[config.mk]
export PLATFORM = sky130hd
export DESIGN_NAME = rvvi_msg_arbiter
export DESIGN_NICKNAME = d
export VERILOG_FILES = /design/src/rtl/rvvi_msg_arbiter.sv
export SDC_FILE = /design/constraint.sdc
export NUM_CORES = 1
export LEC_CHECK = 0
export CORE_ASPECT_RATIO = 1.5
export CORE_UTILIZATION = 30
export CTS_BUF_LIST = sky130_fd_sc_hd__clkbuf_8 sky130_fd_sc_hd__clkbuf_16
export CTS_CLUSTER_DIAMETER = 40
export CTS_CLUSTER_SIZE = 30
export DETAILED_ROUTE_END_ITERATION = 16
export GPL_TIMING_DRIVEN = 0
export HOLD_SLACK_MARGIN = 0.03
export SYNTH_ARGS = -nofsm -noshare
export SYNTH_HDL_FRONTEND = slang
export SYNTH_SLANG_ARGS = --single-unit
[constraint.sdc]
create_clock -name clk -period 3.2 [get_ports clk]
set_input_delay 0.48 -clock clk [delete_from_list [all_inputs] [get_ports clk]]
set_output_delay 0.48 -clock clk [all_outputs]
set_load 0.005 [all_outputs]
[src/rtl/rvvi_msg_arbiter.sv]
// Round-robin arbiter sharing one RVVI message channel between NREQ checkers.
// Buffers one record, counts delivered errors/infos, and halts after MAX_ERRORS errors.
`timescale 1ns/1ps
module rvvi_msg_arbiter #(
  parameter int unsigned NREQ       = 4,
  parameter int unsigned MAX_ERRORS = 5,
  parameter int unsigned CODE_W     = 16,
  parameter int unsigned CNT_W      = 16
) (
  input  logic                         clk,
  input  logic                         reset,
  input  logic [NREQ-1:0]              req_valid,
  input  logic [NREQ-1:0]              req_error,
  input  logic [NREQ*CODE_W-1:0]       req_code,
  output logic [NREQ-1:0]              req_ready,
  output logic                         out_valid,
  input  logic                         out_ready,
  output logic [$clog2(NREQ)-1:0]      out_src,
  output logic                         out_error,
  output logic [CODE_W-1:0]            out_code,
  output logic [CNT_W-1:0]             err_count,
  output logic [CNT_W-1:0]             info_count,
  output logic                         halt,
  input  logic                         halt_clr
);

  localparam int unsigned SRC_W = $clog2(NREQ);
  localparam logic [SRC_W-1:0] LAST_RST = SRC_W'(NREQ - 1);
  localparam logic [CNT_W-1:0] CNT_MAX  = {CNT_W{1'b1}};

  typedef enum logic [1:0] {
    ST_EMPTY = 2'd0,
    ST_FULL  = 2'd1,
    ST_HALT  = 2'd2
  } state_e;

  state_e             state_q, state_d;
  logic [SRC_W-1:0]   last_q, last_d;
  logic               out_valid_q, out_valid_d;
  logic [SRC_W-1:0]   out_src_q, out_src_d;
  logic               out_error_q, out_error_d;
  logic [CODE_W-1:0]  out_code_q, out_code_d;
  logic [CNT_W-1:0]   err_count_q, err_count_d;
  logic [CNT_W-1:0]   info_count_q, info_count_d;
  logic               halt_q, halt_d;

  logic               win_found;
  logic [SRC_W-1:0]   win_idx;
  int unsigned        arb_pos;
  logic [SRC_W-1:0]   arb_sel;
  logic               delivery;
  logic               halt_trig;
  logic               can_accept;
  logic               accept;

  // Round-robin search starting one past the last winner
  always_comb begin
    win_found = 1'b0;
    win_idx   = '0;
    arb_pos   = 0;
    arb_sel   = '0;
    for (int unsigned k = 1; k <= NREQ; k++) begin
      arb_pos = (32'(last_q) + k) % NREQ;
      arb_sel = SRC_W'(arb_pos);
      if (!win_found && req_valid[arb_sel]) begin
        win_found = 1'b1;
        win_idx   = arb_sel;
      end
    end
  end

  // Delivery of the error that reaches the limit blocks any refill that cycle
  always_comb begin
    delivery   = out_valid_q && out_ready;
    halt_trig  = delivery && out_error_q && (MAX_ERRORS != 0) &&
                 ((32'(err_count_q) + 32'd1) == MAX_ERRORS);
    can_accept = !halt_clr && !halt_trig &&
                 ((state_q == ST_EMPTY) || ((state_q == ST_FULL) && delivery));
    accept     = can_accept && win_found;
    req_ready  = '0;
    if (state_q == ST_HALT) begin
      req_ready = '1;
    end else if (accept) begin
      req_ready = {{(NREQ-1){1'b0}}, 1'b1} << win_idx;
    end
  end

  // Next-state and buffer/counter updates
  always_comb begin
    state_d      = state_q;
    last_d       = last_q;
    out_valid_d  = out_valid_q;
    out_src_d    = out_src_q;
    out_error_d  = out_error_q;
    out_code_d   = out_code_q;
    err_count_d  = err_count_q;
    info_count_d = info_count_q;
    halt_d       = halt_q;

    if (halt_clr) begin
      state_d      = ST_EMPTY;
      last_d       = LAST_RST;
      out_valid_d  = 1'b0;
      out_src_d    = '0;
      out_error_d  = 1'b0;
      out_code_d   = '0;
      err_count_d  = '0;
      info_count_d = '0;
      halt_d       = 1'b0;
    end else begin
      case (state_q)
        ST_EMPTY: begin
          if (accept) begin
            state_d     = ST_FULL;
            out_valid_d = 1'b1;
          end
        end
        ST_FULL: begin
          if (delivery) begin
            if (out_error_q) begin
              if (err_count_q != CNT_MAX) err_count_d = err_count_q + CNT_W'(1);
            end else begin
              if (info_count_q != CNT_MAX) info_count_d = info_count_q + CNT_W'(1);
            end
            if (halt_trig) begin
              state_d     = ST_HALT;
              out_valid_d = 1'b0;
              halt_d      = 1'b1;
            end else if (!accept) begin
              state_d     = ST_EMPTY;
              out_valid_d = 1'b0;
            end
          end
        end
        ST_HALT: begin
          out_valid_d = 1'b0;
          halt_d      = 1'b1;
        end
        default: begin
          state_d     = ST_EMPTY;
          out_valid_d = 1'b0;
        end
      endcase

      if (accept) begin
        last_d      = win_idx;
        out_src_d   = win_idx;
        out_error_d = req_error[win_idx];
        out_code_d  = req_code[32'(win_idx)*CODE_W +: CODE_W];
      end
    end
  end

  always_ff @(posedge clk or posedge reset) begin
    if (reset) begin
      state_q      <= ST_EMPTY;
      last_q       <= LAST_RST;
      out_valid_q  <= 1'b0;
      out_src_q    <= '0;
      out_error_q  <= 1'b0;
      out_code_q   <= '0;
      err_count_q  <= '0;
      info_count_q <= '0;
      halt_q       <= 1'b0;
    end else begin
      state_q      <= state_d;
      last_q       <= last_d;
      out_valid_q  <= out_valid_d;
      out_src_q    <= out_src_d;
      out_error_q  <= out_error_d;
      out_code_q   <= out_code_d;
      err_count_q  <= err_count_d;
      info_count_q <= info_count_d;
      halt_q       <= halt_d;
    end
  end

  assign out_valid  = out_valid_q;
  assign out_src    = out_src_q;
  assign out_error  = out_error_q;
  assign out_code   = out_code_q;
  assign err_count  = err_count_q;
  assign info_count = info_count_q;
  assign halt       = halt_q;

endmodule

=== After elaboration in Yosys (flattened, before gate mapping) ===
Index checks and enable logic that the tools add are counted.

* $add $sub $neg: 7
* Magnitude comparators: 5
* Equal/unequal tests: 11
* Shift operators: 2
* Muxes and demuxes: 53
* Reductions and logical operators: 29

{| class="wikitable"
|+ Operator list
! cell !! number
|-
| $mux W16 || 12
|-
| $shiftx A64 B7 Y16 || 1
|-
| $add A16 B1 Y16 const B || 2
|-
| $ne A16 B16 Y1 const B || 2
|-
| $mux W2 || 12
|-
| $mux W1 || 19
|-
| $add A16 B1 Y17 const B || 1
|-
| $eq A17 B3 Y1 const B || 1
|-
| $lt A2 B3 Y1 const B || 5
|-
| $reduce_and A4 Y1 || 3
|-
| $reduce_bool A2 Y1 || 6
|-
| $bmux W1 S2 || 5
|-
| $logic_and A1 B1 Y1 || 10
|-
| $ne A3 B3 Y1 const B || 3
|-
| $mux W4 || 2
|-
| $pmux W2 S3 || 1
|-
| $reduce_and A3 Y1 || 2
|-
| $logic_not A1 Y1 || 5
|-
| $add A2 B1 Y2 const B || 2
|-
| $add A2 B2 Y2 const B || 2
|-
| $ne A2 B2 Y1 const B || 2
|-
| $ne A4 B4 Y1 const B || 1
|-
| $pmux W1 S2 || 2
|-
| $shl A1 B2 Y4 const A || 1
|-
| 5 further kinds || 5
|}

* Flip-flop bits (word level): 57
* Input bits: 76
* Output and inout port bits: 57
* Word-level logic and storage cells: 116

=== Logic depth before layout (Yosys ltp) ===
* Depth after elaboration: 19
* Depth in mapped cells: 12
* Gate-level depth less buffers: 8

=== Worst setup path before layout ===
OpenSTA, ideal clock, no wires.

* Path type: register to output
* Start: register err_count_q[0], in the netlist err_count[0]
* End: output port req_ready[2]
* Data arrival time: 2602 ps
* Required time: 2720 ps
* Setup slack: 118 ps
* Cell stages (with the launch flop): 11
* Buffers on the path: 3
* Cell sequence: dfrtp_1 ha_1 and3_1 buf_2 o31a_1 or4_1 or3_4 nand2b_2 buf_6 buf_12 o21ai_0

* Word-level cells in the longest chain between the ends: 9

{| class="wikitable"
|+ RTL lines
! element !! line !! RTL
|-
| from (decl) || 43 || <nowiki>logic [CNT_W-1:0] err_count_q, err_count_d;</nowiki>
|-
| from (signal assigned) || 172 || <nowiki>err_count_q <= err_count_d;</nowiki>
|-
| $add A16 B1 Y17 || 76 || <nowiki>((32'(err_count_q) + 32'd1) == MAX_ERRORS);</nowiki>
|-
| $eq A17 B3 Y1 || 76 ||
|-
| $logic_and A1 B1 Y1 || 75 || <nowiki>halt_trig = delivery && out_error_q && (MAX_ERRORS != 0) &&</nowiki>
|-
| $logic_not A1 Y1 || 77 || <nowiki>can_accept = !halt_clr && !halt_trig &&</nowiki>
|-
| $logic_and A1 B1 Y1 (2 in series) || 77 ||
|-
| $logic_and A1 B1 Y1 || 79 || <nowiki>accept = can_accept && win_found;</nowiki>
|-
| $mux W4 || 83 || <nowiki>end else if (accept) begin</nowiki>
|-
| $mux W4 || 81 || <nowiki>if (state_q == ST_HALT) begin</nowiki>
|-
| to (decl) || 15 || <nowiki>output logic [NREQ-1:0] req_ready,</nowiki>
|}

No other way between the ends.

=== Final worst setup path ===
* Start: register err_count_q[0], in the netlist err_count[0]
* End: output port req_ready[1]

Same word-level chain as after synthesis.

==> reports/qor.txt <==
Clock Tree Root: clkbuf_16
Crit-path slowest cell: or4_4
Max transition margin: 49.4%
CTS tree: done
Cell Chain, Critical Path: ha_2 > and3_4 > o31a_1 > or4_4 > or3_4 > nand2b_4 > o31ai_2 > buf_2
Max stage delay on crit path: 0.55 ns
final critical-path share of the clock period: 100%
# clock sinks: 57
storage element area: 1430 sq um
worst-skew pair later-pin latency: 0.33 ns
flop-to-flop setup slack: 0.23 ns
required time worst endpoint: 2.72 ns
DR WL/cell: 16.1 microns
initial antenna violation count: 0
Worst Hold Depth: 1
fillcell total: 1130
Netlist cell types: 49
drt total wl: 11000 microns
Die ar.: 12600 sq um
largest net degree at the start of global routing: 31
area used by multi-input combinational logic: 2070 sq um
hold_sp: out_code[10]
Yosys warnings: 0
Syn Nets: 451
Hold Vio Cnt, Final: 0
Finished Cell Area: 5680 sq um
Total GRT Usage: 17.7%
number of max-cap violations: 0
Arr. time, crit path: 2.72 ns
fraction of layout cells with a size suffix above 1: 17.9%
H-tree Lvls: 3
Seq/Total Area, Yosys: 39.3%
Crit. End Element: output port
via count: 3407
total CTS buffers: 9
Worst Hold Class: reg -> reg
Area growth syn-to-layout: 56.2%
post-synthesis register bit count: 57
starting density of the core: 31.2%
mapped cell area: 3640 sq um
Power Total: 2.45 mW
crit-path max FO: 5
WP buf/inv: 1
cell leakage power: 2.38 nW
post-route minimum period: 3.20 ns
Slew Limit Fails: 0
Setup crit start kind: flip-flop
Post-synth ARST share: 100%
final net count: 610
Reg2Reg Depth: 9
final setup margin: 0.000128 ns
unrepaired setup endpoints after global routing: true
EDFF count, synth: 0
gr ovfl total: 0
CTS max path bufs: 2
setup TNS: 0 ns
hold-fix buffers at CTS: 0
first-pass GRT wire length: 17300 microns
status: finished, final reports clean
Final GP Congestion: 0.768
RR Endpoint: out_src[1]
Iter 0 DRT Violations: 120
critical path type: reg -> out
pre-CTS setup slack: -0.628 ns
Synth Instances: 372
Core Box Area: 11700 sq um
First-pass DRT Iterations: 5
HPWL after DPL: 8310 microns
Synth Flop Type: dfrtp_1
Reg clk slew, reported paths: 0.05 ns
I/O pins: 133
WHS Endpoint: out_code[10]
Fin Clk Skew: 0.00555 ns
die width: 91.9 microns
Worst-Margin Slew: 0.759 ns
Setup-failing EPs final: 0
Port-buffer cells: 132
Die Y: 137 microns
f_max: 313 MHz
Placement Cell Area: 5170 sq um
Row Count: 48
final routed DRC violation total: 0
Detail Route Antenna Nets: 0
Vias per Instance: 4.97
Peak VDD IR: 263 uV
ant diodes: 0
worst r2r src: err_count[0]
CP delay by family, top: simple AND/OR/NAND/NOR gates
Syn Area/Cell: 9.78 sq um
power per standard cell area: 431 nW/um^2
via count of the first global-routing pass: 3425
[timing repair]
item,in CTS,in global routing
setup buffers,18,2
setup endpoints to repair,4,4
pin swaps,9,8
resized for setup,40,9
hold endpoints to repair,0,0
[report_power, final]
| group | internal [mW] | switching [mW] | total (mW) |
|---|---|---|---|
| sequential | 0.771 | 0.0347 | 0.806 |
| clock | 0.776 | 0.322 | 1.10 |
| combinational | 0.321 | 0.227 | 0.548 |
[cell usage after synthesis (all sizes together), types with 4 or more instances]
master | instances | share of area [%]
nor3 | 21 | 3.2
buf | 14 | 3.4
a21oi | 6 | 0.83
inv | 9 | 0.93
nand2b | 4 | 0.76
a31o | 18 | 4.3
nor2 | 45 | 4.6
dfrtp | 55 | 38
nand2 | 19 | 2.0
nand3 | 12 | 1.7
a31oi | 4 | 0.69
xor2 | 22 | 5.3
and4 | 7 | 1.8
xnor2 | 16 | 3.9
and3 | 7 | 1.2
clkbuf | 11 | 1.1
mux2 | 19 | 5.9
nand4 | 12 | 2.1
mux2i | 37 | 10
[how the worst max path moves through the flow]
stage               cells after the start            to    startpoint  slack (ns)
floorplan                              10  req_ready[2]  err_count[0]        0.12
global placement                        7  req_ready[2]  req_valid[3]       -0.55
detailed placement                      7  req_ready[2]  req_valid[3]       -0.63
CTS                                    11  req_ready[1]  err_count[1]       -0.12
global route                            8  req_ready[1]  err_count[0]       -0.08
finish                                  8  req_ready[1]  err_count[0]      0.0001
[cells by family (layout without fill, tap and decap cells)]
family                     Yosys count  after routing  share of synthesized area, %
AOI/OAI and AO/OA                   45             45                          9.46
DFF                                 57             57                          39.3
and+or+nand+nor                    138            138                          19.5
muxes                               56             56                          16.1
buffers and inverters               35            199                          5.54
adders and majority gates            3              3                          1.03
xor gates and xnor gates            38             38                          9.15
[area by class of cell]
type / count / area share (%)
plain buffers: 20 / 2.27
clock buffers: 10 / 4.20
clock inverters: 6 / 1.85
inverters: 10 / 0.660
multi-input cells: 280 / 36.4
flip-flops and latches: 57 / 25.2
well taps: 150 / 3.30
repair buffers: 153 / 26.2
[cell usage in the layout (no fill, tap or decap), types with 3 or more instances in the layout]
| master | instances |
|---|---|
| buf_2 | 6 |
| a31o_2 | 3 |
| and2_1 | 3 |
| clkdlybuf4s50_1 | 128 |
| nor3_1 | 19 |
| o31a_1 | 3 |
| xnor2_1 | 16 |
| a31oi_1 | 4 |
| mux2i_1 | 37 |
| and4_1 | 5 |
| bufinv_16 | 3 |
| nor2_1 | 45 |
| nand2b_1 | 3 |
| inv_1 | 8 |
| dfrtp_2 | 3 |
| xor2_1 | 22 |
| buf_6 | 8 |
| clkbuf_1 | 9 |
| nand4_1 | 12 |
| dfrtp_1 | 52 |
| mux2_2 | 19 |
| clkinv_2 | 3 |
| nand2_1 | 19 |
| a21oi_1 | 6 |
| a31o_1 | 15 |
| buf_4 | 17 |
| and3_1 | 5 |
| nand3_1 | 12 |
| clkbuf_16 | 9 |
[flip-flops by register name (all words and copies together), names as in the netlist]
signal and flops:
state_q 2, last_q 2, info_count 16, err_count 16, out_error 1, out_valid 1, out_code 16, halt 1
out_src 2
[stage by stage]
stage                     std cells  hold slack (ns)  utilization [%]
after floorplan                 372            0.504                -
after global placement          654            0.493             44.2
after detailed placement        655            0.501             44.4
after CTS                       687            0.512             48.8
after global routing            686            0.534             48.8
final                           686            0.505             48.8
[per-layer routing]
metal | GRT usage [%] | share of wire [%] | vias up
met4 | 5.21 | 1.1 | 0
met1 | 19.1 | 40 | 1623
li1 | - | - | 1648
met2 | 33.5 | 52 | 127
met3 | 4.78 | 7.7 | 9
met5 | 0 | 0 | -
(Power assumes the default switching activity.)
